==> config.mk <==
export PLATFORM = sky130hd
export DESIGN_NAME = stack_scan_ctrl_flat
export DESIGN_NICKNAME = d
export VERILOG_FILES = /design/src/rtl/stack_scan_ctrl_if.sv /design/src/rtl/stack_scan_ctrl.sv /design/src/flat_wrapper.sv
export SDC_FILE = /design/constraint.sdc
export NUM_CORES = 1
export LEC_CHECK = 0
export ABC_AREA = 1
export BUFFER_PORTS_ARGS = -buffer_cell sky130_fd_sc_hd__buf_2
export CAP_MARGIN = 15
export CORE_MARGIN = 10
export CORE_UTILIZATION = 46
export CTS_CLUSTER_SIZE = 24
export DETAILED_ROUTE_END_ITERATION = 8
export PLACE_DENSITY = 0.8
export SYNTH_ARGS = -nofsm -noshare
export SYNTH_HDL_FRONTEND = slang
export SYNTH_SLANG_ARGS = --single-unit
==> constraint.sdc <==
create_clock -name clk -period 1.8 [get_ports clk]
set_clock_uncertainty 0.1 [all_clocks]
set_input_delay 0 -clock clk [delete_from_list [all_inputs] [get_ports clk]]
set_output_delay 0 -clock clk [all_outputs]
set_load 0.005 [all_outputs]
==> src/rtl/stack_scan_ctrl_if.sv <==
// ----------------------------------------------------------------------------
// stack_scan_ctrl_if
//   Groups the scan controller's handshake and vertical-bus signals.
//
//   start        scan request pulse (toward controller)
//   sort_finish  chip-ID sort complete on this layer (toward controller)
//   rx_data      32-bit frame received from the vertical bus (toward controller)
//   tx_valid     one-cycle command strobe (from controller)
//   tx_data      32-bit command frame, zero when tx_valid is low (from controller)
//
//   master : the scan controller
//   slave  : the environment / bus side that drives requests and responses
// ----------------------------------------------------------------------------
interface stack_scan_ctrl_if;
    logic        start;
    logic        sort_finish;
    logic [31:0] rx_data;
    logic        tx_valid;
    logic [31:0] tx_data;

    modport master (
        input  start,
        input  sort_finish,
        input  rx_data,
        output tx_valid,
        output tx_data
    );

    modport slave (
        output start,
        output sort_finish,
        output rx_data,
        input  tx_valid,
        input  tx_data
    );
endinterface

==> src/rtl/stack_scan_ctrl.sv <==
// ----------------------------------------------------------------------------
// stack_scan_ctrl
//   Scans a chip stack over the vertical bus.  After the local chip-ID sort
//   completes it sends one command per target ID (2..MAX_ID) and waits up to
//   TIMEOUT cycles for a matching reply.  The scan stops at the first silent
//   target, at an ID mismatch, or after MAX_ID has answered.
//
//   Optional feature (macro SCAN_RETRY_EN): a silent target is re-commanded
//   up to two more times before the scan gives up.  Without the macro a
//   single timeout ends the scan.
//
// Parameters
//   TIMEOUT     response-wait window per command in clk cycles (2..31)
//   MAX_ID      highest chip ID scanned (2..15)
//
// Ports
//   clk         clock, rising edge
//   rst         synchronous active-high reset
//   bus         stack_scan_ctrl_if.master (start, sort_finish, rx_data in;
//               tx_valid, tx_data out)
//   busy        high in every state except IDLE and DONE
//   done        high while in DONE
//   chip_count  number of chips found, including this layer
//   fail        an ID mismatch was detected
//   fail_id     target ID at which the mismatch occurred
// ----------------------------------------------------------------------------
module stack_scan_ctrl #(
    parameter int TIMEOUT = 20,
    parameter int MAX_ID  = 15
) (
    input  logic                 clk,
    input  logic                 rst,
    stack_scan_ctrl_if.master    bus,
    output logic                 busy,
    output logic                 done,
    output logic [3:0]           chip_count,
    output logic                 fail,
    output logic [3:0]           fail_id
);

    typedef enum logic [2:0] {
        S_IDLE,
        S_WAIT_SORT,
        S_SEND,
        S_WAIT_RSP,
        S_NEXT,
        S_DONE
    } state_t;

    localparam logic [4:0] TIMER_LAST = 5'(TIMEOUT - 1);
    localparam logic [3:0] ID_FIRST   = 4'd2;
    localparam logic [3:0] ID_LAST    = 4'(MAX_ID);

    state_t     state_q, state_d;
    logic [3:0] target_q, target_d;
    logic [4:0] timer_q, timer_d;
    logic [3:0] chip_count_q, chip_count_d;
    logic       fail_q, fail_d;
    logic [3:0] fail_id_q, fail_id_d;
`ifdef SCAN_RETRY_EN
    logic [1:0] retry_q, retry_d;
`endif

    logic rsp_valid;
    logic rsp_match;
    logic timed_out;
    logic unused_rx_bits;

    // A reply frame carries header nibble 5 and the BEEF tag; anything else
    // on the bus is traffic for someone else.
    assign rsp_valid = (bus.rx_data[31:28] == 4'h5) && (bus.rx_data[15:0] == 16'hBEEF);
    assign rsp_match = (bus.rx_data[19:16] == target_q);
    assign timed_out = (timer_q == TIMER_LAST);

    // Reserved reply bits carry nothing for the controller.
    assign unused_rx_bits = ^bus.rx_data[27:20];

    // NOTE: state registers use non-blocking assignments so every flop
    // samples the pre-edge value of the others.
    always_ff @(posedge clk) begin
        if (rst) begin
            state_q      <= S_IDLE;
            target_q     <= ID_FIRST;
            timer_q      <= '0;
            chip_count_q <= 4'd1;
            fail_q       <= 1'b0;
            fail_id_q    <= '0;
`ifdef SCAN_RETRY_EN
            retry_q      <= '0;
`endif
        end else begin
            state_q      <= state_d;
            target_q     <= target_d;
            timer_q      <= timer_d;
            chip_count_q <= chip_count_d;
            fail_q       <= fail_d;
            fail_id_q    <= fail_id_d;
`ifdef SCAN_RETRY_EN
            retry_q      <= retry_d;
`endif
        end
    end

    // NOTE: every output of this block is given a default first, so no path
    // through the case can leave a signal unassigned and infer a latch.
    always_comb begin
        state_d      = state_q;
        target_d     = target_q;
        timer_d      = timer_q;
        chip_count_d = chip_count_q;
        fail_d       = fail_q;
        fail_id_d    = fail_id_q;
`ifdef SCAN_RETRY_EN
        retry_d      = retry_q;
`endif
        bus.tx_valid = 1'b0;
        bus.tx_data  = '0;

        case (state_q)
            S_IDLE, S_DONE: begin
                if (bus.start) begin
                    state_d      = S_WAIT_SORT;
                    target_d     = ID_FIRST;
                    chip_count_d = 4'd1;
                    fail_d       = 1'b0;
                    fail_id_d    = '0;
`ifdef SCAN_RETRY_EN
                    retry_d      = '0;
`endif
                end
            end

            S_WAIT_SORT: begin
                if (bus.sort_finish) begin
                    state_d = S_SEND;
                end
            end

            S_SEND: begin
                bus.tx_valid = 1'b1;
                bus.tx_data  = {4'hC, 4'h0, 4'h1, target_q, 16'hBEEF};
                timer_d      = '0;
                state_d      = S_WAIT_RSP;
            end

            S_WAIT_RSP: begin
                // A reply in the last window cycle is checked before the
                // timeout, so it still counts.
                if (rsp_valid) begin
                    if (rsp_match) begin
                        chip_count_d = target_q;
                        state_d      = S_NEXT;
                    end else begin
                        fail_d    = 1'b1;
                        fail_id_d = target_q;
                        state_d   = S_DONE;
                    end
                end else if (timed_out) begin
`ifdef SCAN_RETRY_EN
                    if (retry_q < 2'd2) begin
                        retry_d = retry_q + 2'd1;
                        state_d = S_SEND;
                    end else begin
                        state_d = S_DONE;
                    end
`else
                    state_d = S_DONE;
`endif
                end else begin
                    timer_d = timer_q + 5'd1;
                end
            end

            S_NEXT: begin
                // Stop at MAX_ID rather than incrementing so target never wraps.
                if (target_q == ID_LAST) begin
                    state_d = S_DONE;
                end else begin
                    target_d = target_q + 4'd1;
`ifdef SCAN_RETRY_EN
                    retry_d  = '0;
`endif
                    state_d  = S_SEND;
                end
            end

            default: state_d = S_IDLE;
        endcase
    end

    assign busy       = (state_q != S_IDLE) && (state_q != S_DONE);
    assign done       = (state_q == S_DONE);
    assign chip_count = chip_count_q;
    assign fail       = fail_q;
    assign fail_id    = fail_id_q;

endmodule

==> src/flat_wrapper.sv <==
// flat-port wrapper written by rule: the top's interface ports become plain ports
module stack_scan_ctrl_flat 
#(
    parameter int TIMEOUT = 20,
    parameter int MAX_ID  = 15
)
  (clk, rst, busy, done, chip_count, fail, fail_id, bus_start, bus_sort_finish, bus_rx_data, bus_tx_valid, bus_tx_data);
  stack_scan_ctrl_if bus_i ();
  input  logic clk;
  input  logic rst;
  output logic busy;
  output logic done;
  output logic [3:0] chip_count;
  output logic fail;
  output logic [3:0] fail_id;
  input wire logic [$bits(bus_i.start)-1:0] bus_start;
  input wire logic [$bits(bus_i.sort_finish)-1:0] bus_sort_finish;
  input wire logic [$bits(bus_i.rx_data)-1:0] bus_rx_data;
  output wire logic [$bits(bus_i.tx_valid)-1:0] bus_tx_valid;
  output wire logic [$bits(bus_i.tx_data)-1:0] bus_tx_data;
  assign bus_i.start = bus_start;
  assign bus_i.sort_finish = bus_sort_finish;
  assign bus_i.rx_data = bus_rx_data;
  assign bus_tx_valid = bus_i.tx_valid;
  assign bus_tx_data = bus_i.tx_data;
  stack_scan_ctrl #(.TIMEOUT(TIMEOUT), .MAX_ID(MAX_ID)) u_core (.clk(clk), .rst(rst), .bus(bus_i), .busy(busy), .done(done), .chip_count(chip_count), .fail(fail), .fail_id(fail_id));
endmodule
# [Word-level counts from Yosys, hierarchy flattened]
# Index checks and enable logic that the tools add are counted.
[totals] mem_count=0 regBits=21 ramBits=0 latchBits=0 inputBits=36 output_inout_bits=44 mem_bits_ro=0 elab_cells=68
[op_classes] n_div=0 n_addsub=2 eq_ne=20 order_cmp=0 reduce_logical=13 muxes=27 bitwise_logic=0 n_shift=0 multipliers=0
[ops] op="2-to-1 mux 32 bit" count=1
[ops] op="2-to-1 mux 4 bit" count=8
[ops] op="one-hot mux 4 bit (2 select lines)" count=3
[ops] op="== test 16 bit (second input constant)" count=1
[ops] op="2-to-1 mux 3 bit" count=5
[ops] op="one-hot mux 3 bit (5 select lines)" count=1
[ops] op="!= test 2 bit (second input constant)" count=6
[ops] op="2-to-1 mux 5 bit" count=2
[ops] op="one-hot mux 5 bit (2 select lines)" count=1
[ops] op="AND reduction 3 bit" count=3
[ops] op="AND reduction 4 bit" count=2
[ops] op="== test 3 x 2 -> 1 bit (second input constant)" count=2
[ops] op="== test 3 bit (second input constant)" count=2
[ops] op="nonzero test 2 bit" count=3
[ops] op="adder 5 x 1 -> 5 bit (second input constant)" count=1
[ops] op="== test 5 bit (second input constant)" count=1
[ops] op="2-to-1 mux 1 bit" count=5
[ops] op="adder 4 x 1 -> 4 bit (second input constant)" count=1
[ops] op="== test 4 x 3 -> 1 bit (second input constant)" count=1
[ops] op="== test 4 bit" count=1
[ops] op="== test 4 bit (second input constant)" count=1
[ops] op="!= test 2 x 1 -> 1 bit (second input constant)" count=2
[ops] op="== test 3 x 1 -> 1 bit (second input constant)" count=1
[ops] op="zero test 3 bit" count=1
[ops] op="6 further kinds" count=7

# [Longest topological paths before layout]
# Gate-level depths: netlist (run 1).
[depth] ltp_word=4 depth_mapped=11 ltp_nobuf=11

# [Worst setup path before layout (run 1)]
# No wires, ideal clock.
[synth_timing] kind="register -> register" start="register u_core.state_q[2]" end="register u_core.state_q[0]" arrival_ns=1.245 path_buffers=0 period_less_slack_ns=1.411 path_stages_with_launch=8 t_required_ns=1.634 path_slack_ns=0.389 setup_ns=0.066 path_cell_list="dfxtp_1 > inv_2 > nand3_2 > inv_1 > nor2_1 > nand3_1 > nand2_1 > a21oi_2"
[synth_via] elab_chain_cells=4 elab_cells_between_ends=12 cone_classes="eq/ne: 8; mux: 1; reduce/logical: 3"
[synth_lines] item="start, declared" line_no="stack_scan_ctrl.sv:54" text="state_t state_q, state_d;"
[synth_lines] item="start signal, assigned" line_no="stack_scan_ctrl.sv:92" text="state_q <= state_d;"
[synth_lines] item="== test 3 bit / zero test 3 bit (equally long branches)" line_no="stack_scan_ctrl.sv:119" text="case (state_q)"
[synth_lines] item="OR reduction 2 bit" line_no="stack_scan_ctrl.sv:119"
[synth_lines] item="!= test 2 bit (no source line)"
[synth_lines] item="AND reduction 3 bit (no source line)"
# Several ways; a longest one is shown, not always the timed one.
# A chain may end at the register's enable or synchronous reset.

# [Final worst setup path (run 1)]
[layout_timing] start="register u_core.state_q[2]" end="output bus_tx_data[10]"
[layout_via] elab_chain_cells=2
[layout_lines] item="== test 3 x 2 -> 1 bit" line_no="stack_scan_ctrl.sv:119"
[layout_lines] item="2-to-1 mux 32 bit" line_no="stack_scan_ctrl.sv:119"
[layout_lines] item="end, declared" line_no="flat_wrapper.sv:20" text="output wire logic [$bits(bus_i.tx_data)-1:0] bus_tx_data;"
# Every way passes these cells.

==> impl_metrics.tcl, run 1 <==
set metrics [dict create \
    status "finished, final reports clean" \
    grt_pass1_vias 1524 \
    drive_above_1_share_pct 28.0 \
    portBuffers 59 \
    syn_inst 264 \
    pin_count 80 \
    rsz0062_at_grt "false" \
    antenna_found_initial 0 \
    totalWireLength_um 3620 \
    cts_buffers 3 \
    fillers 366 \
    core_mm2 0.00336 \
    root_buffer "clkbuf_4" \
    via_per_inst 4.42 \
    initial_core_util_pct 47.9 \
    ff_latch_area_um2 420 \
    finalHoldViolations 0 \
    drc 0 \
    area_growth_pct 13.9 \
    cp.required_ns 1.70 \
    routabilityCongestion 0.869 \
    p_per_area_mw_per_mm2 1250 \
    multi_input_area_um2 855 \
    tns_ns 0 \
    syn_avg_cell_area_um2 6.10 \
    drtIter0Drc 64 \
    cap_violations 0 \
    finalMaxSlewViolations 0 \
    worst-setup-path-type "flip-flop to output pin" \
    insertion_delay_ns 0.31 \
    cts_tree "yes" \
    final_cell_mix "nand2_1, buf_2, nor2_1" \
    worst_slack_ns 0.251 \
    die_y_um 79.2 \
    syn-cell-area_mm2 0.00161 \
    pre_cts_slack_ns 0.278 \
    worst_setup_path_end_kind "output pin" \
    synth_cell_types 27 \
    wl_per_cell_um 10.1 \
    cts_sinks 21 \
    final_common_cell "nand2_1" \
    dp_hpwl_um 3070 \
    max_freq_ghz 0.646 \
    hp-class "primary input to flip-flop" \
    cp-start-kind "flip-flop" \
    ys_ff_latch 21 \
    clk_pin_slew_worst_paths_ns 0.11 \
    ant_nets 0 \
    dieArea_mm2 0.00627 \
    rows 21 \
    setup_violations 0 \
    fin_crit_sh_pct 86.0 \
    yosys_warnings 0 \
    fin_crit_ns 1.55 \
    postCtsSetupBuffers 0 \
    htree_levels 1 \
    fin_cells 357 \
    via_count 1578 \
    seq_area_frac_synth_pct 26.1 \
    fin_nets 350 \
    die_w_um 79.2 \
    dp.cells 352 \
    diodes 0 \
    grt_pass1_wl_um 6270 \
    grt_max_degree 18 \
    cts_buffer_depth 2 \
    overflow 0 \
    worst_ep_arrival_time_ns 1.45 \
    power.leakage_nw 1.09 \
    drt_first_pass_iters 4 \
    track_usage_pct 11.6 \
    peakVddDrop_uv 590 \
    critPathMaxFanout 17 \
    holdWs_ns 0.0527 \
]
-- kinds of logic (layout without fill, tap and decap cells) --
family,Yosys count,in the layout,share of synthesized area [%]
DFF,21,21,26.1
and+or+nand+nor,147,147,40.6
buffers and inverters,72,108,23.4
other,1,12,0.233
AOI/OAI and AO/OA,21,21,8.07
adders and majority gates,2,2,1.55
-- cell type report --
type / count / area share [%]
Multi-Input combinational cell: 182 / 46.6
Sequential cell: 21 / 22.9
Timing Repair Buffer: 61 / 17.0
Inverter: 43 / 8.86
Tap cell: 46 / 3.14
Clock buffer: 3 / 1.23
Clock inverter: 1 / 0.273
-- final timing paths --
| path | from | to | slack, ns | cells past startpoint |
|---|---|---|---|---|
| max | u_core.state_q[2]$_SDFFE_PP0P_ | bus_tx_data[10] | 0.25 | 5 |
| min reg2reg | u_core.chip_count[0]$_SDFFE_PP1P_ | u_core.chip_count[0]$_SDFFE_PP1P_ | 0.37 | 2 |
| max reg2reg | u_core.state_q[0]$_SDFFE_PP0P_ | u_core.timer_q[4]$_SDFFE_PP0P_ | 0.26 | 7 |
| min | bus_start | u_core.target_q[0]$_SDFFE_PP0P_ | 0.05 | 4 |
-- registers in the layout, indices dropped and copies added, names as in the netlist --
register           count
u_core.timer_q         5
u_core.chip_count      4
u_core.fail_id         4
u_core.target_q        4
u_core.state_q         3
u_core.fail            1
-- per-layer routing --
| layer | GRT usage (%) | vias to the layer above | part of all wire, % |
|---|---|---|---|
| li1 | - | 857 | - |
| met1 | 12.2 | 661 | 42 |
| met2 | 19.5 | 58 | 46 |
| met3 | 5.63 | 2 | 11 |
| met4 | 4.48 | 0 | 1.0 |
| met5 | 0 | - | 0 |
-- synth_stat cells --
cell | number | area share, %
nand2_4 | 2 | 1.4
nor2_2 | 2 | 0.78
nor3_1 | 2 | 0.62
nand2_1 | 72 | 17
o21ai_0 | 3 | 0.93
buf_4 | 28 | 13
nand3_2 | 3 | 1.9
nand4_1 | 3 | 1.2
nor2_1 | 45 | 10
a31oi_2 | 1 | 0.78
a21oi_1 | 7 | 2.2
nand3_4 | 2 | 2.2
clkinv_2 | 1 | 0.31
inv_1 | 37 | 8.6
nand2_2 | 5 | 1.9
buf_2 | 1 | 0.31
inv_2 | 5 | 1.2
o21ai_1 | 4 | 1.2
o21a_1 | 1 | 0.47
o21bai_1 | 1 | 0.47
ha_1 | 2 | 1.6
dfxtp_1 | 21 | 26
a21oi_2 | 2 | 1.1
nand3_1 | 11 | 3.4
conb_1 | 1 | 0.23
a22oi_1 | 1 | 0.47
o211ai_1 | 1 | 0.47
-- where the power goes --
part           total [mW]  switching, mW  internal, mW  leakage, nW
Sequential          0.734          0.124         0.610        0.172
Clock               0.225          0.142        0.0830       0.0177
Combinational        1.34          0.809         0.535        0.896
-- metrics by stage --
step                      power (mW)  instance area (um^2)  utilization, %
after global routing            2.59                  1840            54.6
after detailed placement        2.09                  1800            53.5
after floorplan                 1.83                  1650               -
final                           2.30                  1840            54.6
after CTS                       2.33                  1840            54.6
after global placement          2.08                  1800            53.5
-- timing repair --
| item | 4_1_cts | 5_1_grt |
|---|---|---|
| gates resized for setup | 0 | 0 |
| hold buffers | 1 | 0 |
| endpoints found under the hold margin | 4 | 0 |
-- worst max-delay path, stage by stage, from the launching register on --
cell and delay (ns):
dfxtp_1 0.36, inv_2 0.12, nand3_2 0.22, inv_1 0.14, buf_4 0.18, buf_2 0.13
Power figures use the tool's default switching activity.
==> inputs of run 2 (changes only) <==
- PLACE_DENSITY: 0.8 -> 0.84
==> impl_metrics.tcl, run 2 (same netlist as run 1, synthesis figures left out) <==
set metrics [dict create \
    wl_met3_um 328 \
    routabilityCongestion 0.874 \
    die_w_um 79.2 \
    dieArea_mm2 0.00627 \
    final_common_cell "nand2_1" \
    cts_buffers 3 \
    root_buffer "clkbuf_4" \
    overflow 0 \
    worst_ep_arrival_time_ns 1.46 \
    drt_first_pass_iters 4 \
    die_y_um 79.2 \
    reg2reg_depth 8 \
    insertion_delay_ns 0.30 \
    via_per_inst 4.39 \
    crit_start "u_core.state_q[2]$_SDFFE_PP0P_" \
    via_count 1569 \
    grt_max_degree 18 \
    setup_violations 0 \
    cts_tree "yes" \
    wl_met2_um 1720 \
    fillers 365 \
    r2r_end "u_core.target_q[1]$_SDFFE_PP1P_" \
    clk_pin_slew_worst_paths_ns 0.12 \
    p_total_mw 2.32 \
    drive_above_1_share_pct 27.7 \
    grt_pass1_vias 1499 \
    drc 0 \
    critPathMaxFanout 17 \
    wl_per_cell_um 10.2 \
    dpl_cell_area_mm2 0.00180 \
    drtIter0Drc 67 \
    stdcell_area_mm2 0.00183 \
    power.leakage_nw 1.08 \
    portBuffers 59 \
    fin_nets 350 \
    final_cell_mix "nand2_1, buf_2, nor2_1" \
    dp_hpwl_um 3060 \
    top_layer_used "met4" \
    antenna_found_initial 0 \
    pin_count 80 \
    worstReg2RegStart "u_core.target_q[0]$_SDFFE_PP0P_" \
    finalMaxSlewViolations 0 \
    cts_buffer_depth 2 \
    critPathCapture "bus_tx_data[10]" \
    final_util_pct 54.5 \
    totalWireLength_um 3650 \
    ant_nets 0 \
    finalHoldViolations 0 \
    initial_core_util_pct 47.9 \
    largest_reg_flops 5 \
    status "finished, final reports clean" \
    ff_latch_area_um2 420 \
    cap_violations 0 \
    cp-start-kind "flip-flop" \
    rsz0062_at_grt "false" \
    top_register "u_core.timer_q" \
    core_mm2 0.00336 \
    htree_levels 1 \
    fin_crit_ns 1.56 \
    wl_met1_um 1560 \
    worst-setup-path-type "flip-flop to output pin" \
    cts_sinks 21 \
    grt_pass1_wl_um 6290 \
    tns_ns 0 \
    area_growth_pct 13.8 \
    fin_crit_sh_pct 86.6 \
    cp.required_ns 1.70 \
    hp-class "primary input to flip-flop" \
    reg2reg_slack_ns 0.26 \
    rows 21 \
    cts_resized 0 \
    p_per_area_mw_per_mm2 1260 \
    multi_input_area_um2 855 \
    max_freq_ghz 0.642 \
    peakVddDrop_uv 445 \
    worst_setup_path_end_kind "output pin" \
    diodes 0 \
    track_usage_pct 11.6 \
]
-- run 2: cell types whose count changed in the layout (fill, tap and decap cells not counted) --
cell	previous run	this run
clkbuf_1	0	1
clkinv_2	2	1
-- run 2: per-layer routing --
layer	GRT usage [%]	vias to the layer above
li1	-	859
met1	13.0	653
met2	20.2	52
met3	3.72	5
met4	3.76	0
met5	0	-
-- run 2: critical path, cell delays in order, from the launching register on --
cell	delay, ns
dfxtp_1	0.36
inv_2	0.12
nand3_2	0.22
inv_1	0.14
buf_4	0.18
buf_2	0.13
-- run 2: worst min-delay path by stage --
stage	depth (start not counted)	to	start	slack, ns
after global routing	4	u_core.target_q[0]$_SDFFE_PP0P_	bus_start	0.06
after detailed placement	2	u_core.state_q[0]$_SDFFE_PP0P_	rst	0.13
after CTS	4	u_core.target_q[0]$_SDFFE_PP0P_	bus_start	0.05
final	4	u_core.target_q[0]$_SDFFE_PP0P_	bus_start	0.06
after floorplan	1	u_core.state_q[0]$_SDFFE_PP0P_	rst	-0.04
after global placement	2	u_core.state_q[0]$_SDFFE_PP0P_	rst	0.13
-- run 2: final cells by class --
class	instances	share of cell area (%)
repair buffers	61	17.1
multi-input cells	182	46.6
flip-flops and latches	21	22.9
clock buffers	4	1.43
inverters	43	8.87
well taps	46	3.14
-- run 2: report_power, final --
part / internal [mW] / switching, mW
Combinational: 0.536 / 0.820
Clock: 0.0865 / 0.144
Sequential: 0.610 / 0.120
Total: 1.23 / 1.08
-- run 2: what timing repair did --
item / CTS / global route
hold buffers: 1 / 0
endpoints found under the hold margin: 4 / 0
setup buffers: 0 / 0
-- run 2: metrics by stage --
step / std cells / hold slack, ns / worst slack, ns
finish: 357 / 0.0619 / 0.242
global route: 357 / 0.0642 / 0.0847
CTS: 357 / 0.0536 / 0.232
detailed placement: 352 / 0.133 / 0.280
global placement: 352 / 0.130 / 0.296
floorplan: 275 / -0.0376 / 0.389
